$ cat src/rtl/sequence_generator_serial_tx.sv
// Serial bit-pattern transmitter.
// Accepts a parallel pattern and a repeat count over a valid/ready handshake, then shifts the
// pattern out one bit per clock, repeating it repeat_cnt times with GAP idle cycles between
// repetitions. A one-cycle done pulse marks completion.
// Optional build macro: SEQGEN_LSB_FIRST_EN -- when defined, bits are sent LSB first instead of
// MSB first. Timing, handshake and counts are the same in both builds.
module sequence_generator_serial_tx #(
  parameter int unsigned PAT_W = 4,
  parameter int unsigned CNT_W = 4,
  parameter int unsigned GAP   = 1
) (
  input  logic             clk,
  input  logic             rst,
  input  logic             start_valid,
  output logic             start_ready,
  input  logic [PAT_W-1:0] pattern,
  input  logic [CNT_W-1:0] repeat_cnt,
  output logic             x,
  output logic             x_valid,
  output logic             busy,
  output logic             done
);

  localparam int unsigned BitW = (PAT_W > 1) ? $clog2(PAT_W) : 1;
  localparam int unsigned GapW = (GAP > 0) ? (($clog2(GAP + 1) > 0) ? $clog2(GAP + 1) : 1) : 1;
  localparam logic [BitW-1:0] BitLast = BitW'(PAT_W - 1);
  localparam logic [GapW-1:0] GapLoad = GapW'((GAP > 0) ? (GAP - 1) : 0);
  localparam bit GapEn = (GAP > 0);

  typedef enum logic [1:0] {
    StIdle = 2'd0,
    StSend = 2'd1,
    StGap  = 2'd2,
    StDone = 2'd3
  } state_e;

  state_e           state_q, state_d;
  logic [PAT_W-1:0] shreg_q, shreg_d;   // bits still to go, head bit is next on x
  logic [PAT_W-1:0] pat_q, pat_d;       // captured copy used to reload each repetition
  logic [BitW-1:0]  bit_q, bit_d;
  logic [CNT_W-1:0] rep_q, rep_d;
  logic [GapW-1:0]  gap_q, gap_d;
  logic             x_q, x_d;
  logic             x_valid_q, x_valid_d;
  logic             busy_q, busy_d;
  logic             done_q, done_d;

  // Advance the shift register by one bit in the configured direction.
  function automatic logic [PAT_W-1:0] shift_pat(input logic [PAT_W-1:0] v);
`ifdef SEQGEN_LSB_FIRST_EN
    return v >> 1;
`else
    return v << 1;
`endif
  endfunction

  // Bit that appears on x when the shift register holds v.
  function automatic logic head_bit(input logic [PAT_W-1:0] v);
`ifdef SEQGEN_LSB_FIRST_EN
    return v[0];
`else
    return v[PAT_W-1];
`endif
  endfunction

  // Next-state, datapath and registered-output decode.
  always_comb begin
    state_d = state_q;
    shreg_d = shreg_q;
    pat_d   = pat_q;
    bit_d   = bit_q;
    rep_d   = rep_q;
    gap_d   = gap_q;

    case (state_q)
      StIdle: begin
        if (start_valid) begin
          pat_d   = pattern;
          shreg_d = pattern;
          rep_d   = repeat_cnt;
          bit_d   = BitLast;
          state_d = (repeat_cnt == '0) ? StDone : StSend;
        end
      end
      StSend: begin
        if (bit_q != '0) begin
          shreg_d = shift_pat(shreg_q);
          bit_d   = bit_q - BitW'(1);
        end else begin
          // Last bit of this repetition is on x now.
          rep_d = rep_q - CNT_W'(1);
          if (rep_q <= CNT_W'(1)) begin
            state_d = StDone;
          end else if (GapEn) begin
            gap_d   = GapLoad;
            state_d = StGap;
          end else begin
            // Back-to-back: reload so the next repetition follows with no bubble.
            shreg_d = pat_q;
            bit_d   = BitLast;
          end
        end
      end
      StGap: begin
        if (gap_q == '0) begin
          shreg_d = pat_q;
          bit_d   = BitLast;
          state_d = StSend;
        end else begin
          gap_d = gap_q - GapW'(1);
        end
      end
      StDone: begin
        state_d = StIdle;
      end
      default: begin
        state_d = StIdle;
      end
    endcase

    // Outputs are registered, so decode them from the state being entered.
    x_valid_d = (state_d == StSend);
    x_d       = (state_d == StSend) ? head_bit(shreg_d) : 1'b0;
    busy_d    = (state_d == StSend) || (state_d == StGap);
    done_d    = (state_d == StDone);
  end

  // State, datapath and output registers with asynchronous reset.
  always_ff @(posedge clk or posedge rst) begin
    if (rst) begin
      state_q   <= StIdle;
      shreg_q   <= '0;
      pat_q     <= '0;
      bit_q     <= '0;
      rep_q     <= '0;
      gap_q     <= '0;
      x_q       <= 1'b0;
      x_valid_q <= 1'b0;
      busy_q    <= 1'b0;
      done_q    <= 1'b0;
    end else begin
      state_q   <= state_d;
      shreg_q   <= shreg_d;
      pat_q     <= pat_d;
      bit_q     <= bit_d;
      rep_q     <= rep_d;
      gap_q     <= gap_d;
      x_q       <= x_d;
      x_valid_q <= x_valid_d;
      busy_q    <= busy_d;
      done_q    <= done_d;
    end
  end

  // Ready is decoded straight from state so an accept can happen in any IDLE cycle.
  always_comb begin
    start_ready = (state_q == StIdle);
    x           = x_q;
    x_valid     = x_valid_q;
    busy        = busy_q;
    done        = done_q;
  end

endmodule

$ cat config.mk
export PLATFORM = sky130hd
export DESIGN_NAME = sequence_generator_serial_tx
export DESIGN_NICKNAME = d
export VERILOG_FILES = /design/src/rtl/sequence_generator_serial_tx.sv
export SDC_FILE = /design/constraint.sdc
export NUM_CORES = 1
export LEC_CHECK = 0
export CORE_ASPECT_RATIO = 1.2
export CORE_MARGIN = 2
export CORE_UTILIZATION = 38
export DETAILED_ROUTE_END_ITERATION = 6
export SLEW_MARGIN = 20
export SYNTH_ARGS = -nofsm -noshare
export SYNTH_HDL_FRONTEND = slang
export SYNTH_SLANG_ARGS = --single-unit
$ cat constraint.sdc
create_clock -name clk -period 2.4 [get_ports clk]
set_clock_uncertainty 0.05 [all_clocks]
set_input_delay 0.24 -clock clk [delete_from_list [all_inputs] [get_ports clk]]
set_output_delay 0.24 -clock clk [all_outputs]
set_load 0.005 [all_outputs]
After elaboration in Yosys (flattened, before gate mapping)
Cells that the tools add are included.

word-level totals
  register bits = 21
  input bits = 11
  word-level logic and storage cells = 59

cells by class
  add/sub/neg operators = 3
  magnitude comparators = 1
  eq/ne operators = 11
  mux-type cells = 22
  reduce and logical (&&, ||, !) cells = 11

operators by type and width
  kind                                                                              number
  4-bit 2-to-1 mux                                                                  5
  2-bit 2-to-1 mux                                                                  7
  4-bit one-hot mux with 3 select lines                                             1
  2-bit != test, second input constant                                              5
  2-bit == test, second input constant                                              4
  2-bit one-hot mux with 4 select lines                                             1
  4-bit one-hot mux with 2 select lines                                             1
  2-bit one-hot mux with 3 select lines                                             1
  3-bit AND reduction                                                               2
  2-bit nonzero test                                                                3
  1-bit 2-to-1 mux                                                                  5
  2-bit by 1-bit == test with 1-bit output, second input constant                   2
  4-bit by 1-bit less-or-equal comparator with 1-bit output, second input constant  1
  4-bit logical NOT                                                                 1
  4-bit AND reduction                                                               1
  4-bit by 1-bit subtractor with 4-bit output, second input constant                1
  3-bit nonzero test                                                                1
  2-bit logical NOT                                                                 1
  1-bit one-hot mux with 2 select lines                                             1
  2-bit AND reduction                                                               1
  2-bit by 1-bit subtractor with 2-bit output, second input constant                1
  1-bit logical OR                                                                  1
  1-bit subtractor, second input constant                                           1

Depth between registers and ports, before layout
Gate-level depths: netlist of the first run.

  depth after elaboration = 6
  depth in mapped cells = 8
  mapped depth without buffers = 7

Least setup slack after synthesis of the first run
Ideal clock, no wire load.

  kind = register to register
  from = register bit_q[0]
  to = register x_q, in the netlist x
  library setup time = 84 ps
  arrival time = 1707 ps
  setup slack = 559 ps
  stages on the path, launching flop included = 9
  path buffers = 1
  clock period less this slack = 1841 ps
  path through = dfrtp_1 > inv_1 > ha_1 > or3b_4 > and2_4 > buf_6 > o31ai_1 > ha_1 > a21boi_0

between the ends
  longest elaborated chain between the ends = 5
  elaborated cells between the ends (all ways) = 7
  those cells by class = eq/ne (1); mux (5); reduce/logical (1)

ends and longest elaborated chain
  item                                      RTL line  source
  start, declared                           40        logic [BitW-1:0] bit_q, bit_d;
  start signal, assigned                    145       bit_q <= bit_d;
  2-bit nonzero test                        86        if (bit_q != '0) begin
  2-bit 2-to-1 mux                          86
  2-bit one-hot mux with 4 select lines     75        case (state_q)
  via state_d[0]                            37        state_e state_q, state_d;
  2-bit by 1-bit == test with 1-bit output  --
  via x_valid_d                             44        logic x_valid_q, x_valid_d;
  1-bit 2-to-1 mux                          123       x_d = (state_d == StSend) ? head_bit(shreg_d) : 1'b0;
  via x_d                                   43        logic x_q, x_d;
  end signal, assigned                      137       x_q <= 1'b0;
  end signal, assigned                      148       x_q <= x_d;
  end, declared                             43

The timed path passes the listed nets, and every way through them passes these cells. The select of a mux whose other input is x is not followed.
A chain may end at the register's enable or synchronous reset.

Final worst setup path of the first run
  from = register state_q[0]
  to = register x_q, in the netlist x

between the ends
  longest elaborated chain between the ends = 4
  elaborated cells between the ends (all ways) = 11
  those cells by class = eq/ne (4); mux (6); reduce/logical (1)

ends and longest elaborated chain
  item                                        RTL line  source
  start, declared                             37
  start signal, assigned                      131       state_q <= StIdle;
  start signal, assigned                      142       state_q <= state_d;
  2-bit == test (tied with other cells)       75
  2-bit one-hot mux with 4 select lines *     75
  via state_d[0]                              37
  2-bit by 1-bit == test with 1-bit output *  --
  via x_valid_d                               44
  1-bit 2-to-1 mux *                          123
  via x_d                                     43

Mark *: on every way through the listed nets, which the timed path passes. The rest lies on a longest branch.

==> metrics.yaml, run 1 <==
finish:
  nFillCells: 262
  nets: 127
  final_cell_mix: "20 x dfrtp_1, 15 x clkdlybuf4s50_1, 10 x inv_1"
  layout-drive-gt1-share: 0.145
  mostFrequentLayoutCell: "dfrtp_1"
  syn2layout_area_growth_pct: 21.4
  final_util: 0.487
  diodes: 0
route:
  post_drt_wl_per_cell_um: 13.0
  routed_wl_um: 1860
  antenna_left: 0
  vias: 739
  via_per_inst: 5.17
  drt-initial-drc-count: 12
  drt_pass1_iterations: 3
  drc_errors: 0
clock_tree:
  htreeDepth: 1
  clockBufferDepth: 2
  worst_skew_pair.late_latency_ns: 0.29
  numCtsBuffers: 3
  clk_pin_slew_ns: 0.11
  cts_tree: "built"
  cts_setup_buffers: 0
  cts_root_buf: "clkbuf_4"
  cts_hold_buffers: 0
  cts_sinks: 20
  cts_resized: 0
pwr:
  internal_power_mw: 1.02
  ir_drop_v: 0.000619
  power.share.clock: 0.118
  power_per_cell_area_mw_per_mm2: 1290
  switchingPower_mw: 0.575
  p_seq_frac: 0.393
  switching_share: 0.360
  power_frac_comb: 0.489
  leakagePower_nw: 0.561
global_route:
  grt_pass1_vias: 734
  grt_pass1_wl_um: 3290
  grt_max_degree: 21
  grt_use_total: 0.141
  grt_overflow_total: 0
  antenna_found_initial: 0
timing:
  hold_viol_final: 0
  rsz0062_at_grt: "false"
  slew_headroom: 0.487
  fin_crit_ns: 2.06
  setup_tns_ns: 0
  fmax_mhz: 486
  timing.final.crit_share: 0.858
  slew_viol_final: 0
  setup_viol: 0
  worst-slew-pin-transition_ns: 0.768
logic_synthesis:
  ys_types: 36
  seq_area_frac_synth: 0.489
  synthCells: 93
  ys_seq_elements: 20
  avgSynthCellArea_um2: 11.0
  yosysWarningCount: 0
  synth_nets: 109
  syn_area_mm2: 0.00102
setup_path:
  worstPathRequired_ns: 2.56
  cp-startpoint: "state_q[0]"
  r2r-start: "state_q[0]"
  startpoint_type: "flip-flop"
  critPathArrivalTime_ns: 2.22
  end_kind: "flip-flop"
  worstPathMaxFanout: 16
  crit_type: "reg2reg"
placement:
  gp_congestion: 0.752
  port_buffers: 15
  hpwl_um: 1430
status:
  status: "completed"
die:
  ios: 16
  die-height_um: 60.9
  initial_core_util: 0.401
  core_mm2: 0.00255
  die_x_um: 51.4
  dieArea_mm2: 0.00313
  rows: 20
flow_run:
  cap_violations: 0
min_path:
  worst_hold_path_type: "in2async"
## flip-flops by register name, summed over array words and instances, names as in the netlist
name	flops
bit_q	2
rep_q	4
shreg_q	4
busy	1
x_valid	1
x	1
done	1
pat_q	4
state_q	2
## synthesized netlist by cell type
master / count / area (µm²)
or3b_4: 1 / 11.3
and2_4: 1 / 8.76
o21ai_0: 2 / 10.0
nor3b_1: 2 / 15.0
buf_6: 1 / 11.3
nand3b_1: 2 / 15.0
nor2_1: 3 / 11.3
ha_1: 5 / 62.6
a22o_1: 2 / 17.5
or2_2: 1 / 6.26
a22oi_1: 2 / 15.0
buf_2: 1 / 5.00
or3b_2: 1 / 8.76
a211o_1: 2 / 17.5
nand2b_1: 1 / 6.26
a211oi_1: 1 / 7.51
a21boi_0: 1 / 7.51
nor4b_1: 1 / 8.76
a221o_1: 1 / 10.0
a32oi_1: 2 / 17.5
clkbuf_1: 2 / 7.51
o31ai_1: 1 / 7.51
nor2b_1: 1 / 6.26
o21bai_1: 1 / 7.51
or3_1: 1 / 6.26
a2bb2oi_1: 2 / 17.5
mux2i_1: 2 / 20.0
inv_1: 10 / 37.5
a21oi_1: 3 / 15.0
nor4_1: 2 / 12.5
dfrtp_1: 20 / 500
o2bb2ai_1: 1 / 8.76
mux2_2: 5 / 56.3
a2111oi_0: 1 / 8.76
nand2_1: 7 / 26.3
nor3b_2: 1 / 12.5
## critical path: stages, from the launching register on
cell	delay [ns]
dfrtp_1	0.65
or3b_2	0.50
o31ai_1	0.37
ha_1	0.24
a21boi_0	0.18
## final cells by class
class                           count  area (µm²)  share of cell area
Inverter                           10        37.5              0.0302
Clock buffer                        4        36.3              0.0292
Sequential cell                    20         500               0.403
Timing Repair Buffer               17         165               0.133
Multi-Input combinational cell     59         462               0.372
Tap cell                           33        41.3              0.0332
## power by group through the flow
stage               clock (mW)  combinational, mW  sequential, mW
CTS                      0.197              0.791           0.627
floorplan                    0              0.622           0.587
global placement             0              0.776           0.626
detailed placement           0              0.788           0.635
global route             0.214              0.881           0.652
finish                   0.188              0.782           0.627
## final timing paths
| check | end | cells past startpoint | slack, ns |
|---|---|---|---|
| max | x | 4 | 0.34 |
| min | state_q[1] | 2 | 0.33 |
| max reg2reg | x | 4 | 0.34 |
| min reg2reg | bit_q[0] | 1 | 0.45 |
| max in group asynchronous | state_q[0] | 2 | 1.50 |
| min in group clk | bit_q[0] | 1 | 0.45 |
## metrics by stage
stage | hold WS, ns | total power, mW | cell area, µm² | instances | worst slack, ns
floorplan | 0.154 | 1.21 | 1020 | 93 | 0.559
global placement | 0.424 | 1.40 | 1210 | 139 | 0.443
detailed placement | 0.438 | 1.42 | 1210 | 139 | 0.335
CTS | 0.350 | 1.61 | 1240 | 143 | 0.306
global route | 0.414 | 1.75 | 1240 | 143 | 0.147
finish | 0.327 | 1.60 | 1240 | 143 | 0.341
## cell families after synthesis
logic type | Yosys count | synth area share
AND/OR/NAND/NOR | 25 | 0.152
AO/OA/AOI/OAI | 22 | 0.164
flip-flops | 20 | 0.489
buffers and inverters | 14 | 0.0599
multiplexers | 7 | 0.0746
adder cells (fa/ha/maj) | 5 | 0.0611
## per-layer routing
metal,wire [µm],track usage
met2,924,0.216
met4,17,0.0827
met5,0,0
met3,42,0.0271
met1,875,0.187
Power figures use the tool's default switching activity.
==> run 2: changes to the inputs <==
- SLEW_MARGIN: 20 -> unset
- TNS_END_PERCENT: unset -> 20
==> results of run 2 <==
The final DEF is identical to that of run 1; final timing and power are the same.
==> run 3: changes to the inputs <==
- CORE_UTILIZATION: 38 -> 51
- PLACE_DENSITY: unset -> 0.76
==> run 3 against run 2 <==
Compared with the run above: clock power rose by 3%; register-to-register slack improved by 0.04 ns; critical path type unchanged; cell count is 9.8% lower.
==> metrics.yaml, run 3 (synthesized netlist as in run 1, its figures left out) <==
status:
  status: "completed"
pwr:
  leakagePower_nw: 0.561  # unchanged
  ir_drop_v: 0.000830  # +34%
  p_total_mw: 1.61  # +0.91%
  power_per_cell_area_mw_per_mm2: 1320  # +2.4%
clock_tree:
  cts_tree: "built"
  numCtsBuffers: 3  # unchanged
  cts_sinks: 20  # unchanged
  clk_pin_slew_ns: 0.11  # about the same
  htreeDepth: 1  # unchanged
  clockBufferDepth: 2  # unchanged
  cts_hold_buffers: 0  # unchanged
  cts_setup_buffers: 0  # unchanged
  worst_skew_pair.late_latency_ns: 0.30  # about the same
  cts_resized: 0  # unchanged
  cts_root_buf: "clkbuf_4"
timing:
  fmax_mhz: 495  # +1.9%
  setup_viol: 0  # unchanged
  slew_headroom: 0.511  # +0.0236
  fin_crit_ns: 2.02  # -0.0383 ns
  holdWs_ns: 0.304  # -0.0226 ns
  hold_viol_final: 0  # unchanged
  worst-slew-pin-transition_ns: 0.733  # -0.0353 ns
  slew_viol_final: 0  # unchanged
  timing.final.crit_share: 0.842  # -0.0160
  rsz0062_at_grt: "false"
  setup_tns_ns: 0  # unchanged
  setup_slack_ns: 0.379  # +0.0383 ns
finish:
  syn2layout_area_growth_pct: 19.7
  final_util: 0.654  # +0.168
  mostFrequentLayoutCell: "dfrtp_1"
  top_regs: "pat_q x4, rep_q x4, shreg_q x4"
  diodes: 0  # unchanged
  final_cells: 129  # -9.8%
  nets: 127  # unchanged
  final_cell_mix: "20 x dfrtp_1, 15 x clkdlybuf4s50_1, 10 x inv_1"
  layout-drive-gt1-share: 0.145  # unchanged
  fin_area_mm2: 0.00122  # -1.4%
flow_run:
  cap_violations: 0  # unchanged
setup_path:
  worstPathMaxFanout: 16  # unchanged
  worstPathRequired_ns: 2.58  # +0.02 ns
  end_kind: "flip-flop"
  startpoint_type: "flip-flop"
  crit_type: "reg2reg"
  critPathArrivalTime_ns: 2.20  # -0.02 ns
placement:
  gp_congestion: 0.772  # +2.7%
  port_buffers: 15  # unchanged
  hpwl_um: 1450  # +1.2%
  dp_cells: 125  # -10%
  preCtsSetupSlack_ns: 0.402  # +0.0670 ns
  placed_area_mm2: 0.00119  # -1.5%
die:
  rows: 17  # -15%
  initial_core_util: 0.547  # +0.146
  dieArea_mm2: 0.00238  # -24%
  die-height_um: 53.1  # -13%
  core_mm2: 0.00187  # -27%
  ios: 16  # unchanged
  die_x_um: 44.9  # -13%
route:
  routed_wl_um: 1910  # +2.5%
  drt_pass1_iterations: 5  # +2
  antenna_left: 0  # unchanged
  drc_errors: 0  # unchanged
  vias: 742  # +0.41%
  post_drt_wl_per_cell_um: 14.8  # +14%
  drt-initial-drc-count: 5  # -7
  via_per_inst: 5.75  # +11%
global_route:
  grt_use_total: 0.189  # +0.0478
  grt_pass1_vias: 702  # -4.4%
  antenna_found_initial: 0  # unchanged
  grt_pass1_wl_um: 3170  # -3.6%
  grt_overflow_total: 0  # unchanged
  grt_max_degree: 21  # unchanged
min_path:
  worst_hold_path_type: "in2async"
run 3: cell counts in the layout (fill, tap and decap cells not counted):
No cell type changed its count.
run 3: path summary, 6_finish.rpt:
kind | start | endpoint | slack (ns) | cells past startpoint
max in group asynchronous | rst | rep_q[1] | 1.54 | 2
worst min register to register | bit_q[0] | bit_q[0] | 0.45 | 1
min in group clk | bit_q[0] | bit_q[0] | 0.45 | 1
worst max register to register | state_q[0] | x | 0.38 | 4
worst min-delay path | rst | x | 0.30 | 2
worst max-delay path | state_q[0] | x | 0.38 | 4
run 3: worst max-delay path, cell delays in order, from the launching register on:
cell and delay, ns:
dfrtp_1 0.63, or3b_2 0.50, o31ai_1 0.37, ha_1 0.23, a21boi_0 0.17
run 3: power breakdown:
| part | switching, mW | internal [mW] |
|---|---|---|
| Clock | 0.101 | 0.0925 |
| Sequential | 0.118 | 0.506 |
| Combinational | 0.369 | 0.426 |
| Total | 0.587 | 1.02 |
run 3: metal layers:
metal	wire length (µm)	track usage	share of wire	vias to the layer above
li1	-	-	-	366
met1	908	0.240	0.48	362
met2	915	0.295	0.48	10
met3	35	0.0307	0.018	4
met4	46	0.118	0.024	0
met5	0	0	0	-
run 3: final cells by class:
class	instances	area [µm²]
clock buffers	4	36.3
flip-flops and latches	20	500
inverters	10	37.5
repair buffers	17	165
fillers	163	647
multi-input cells	59	462
well taps	19	23.8
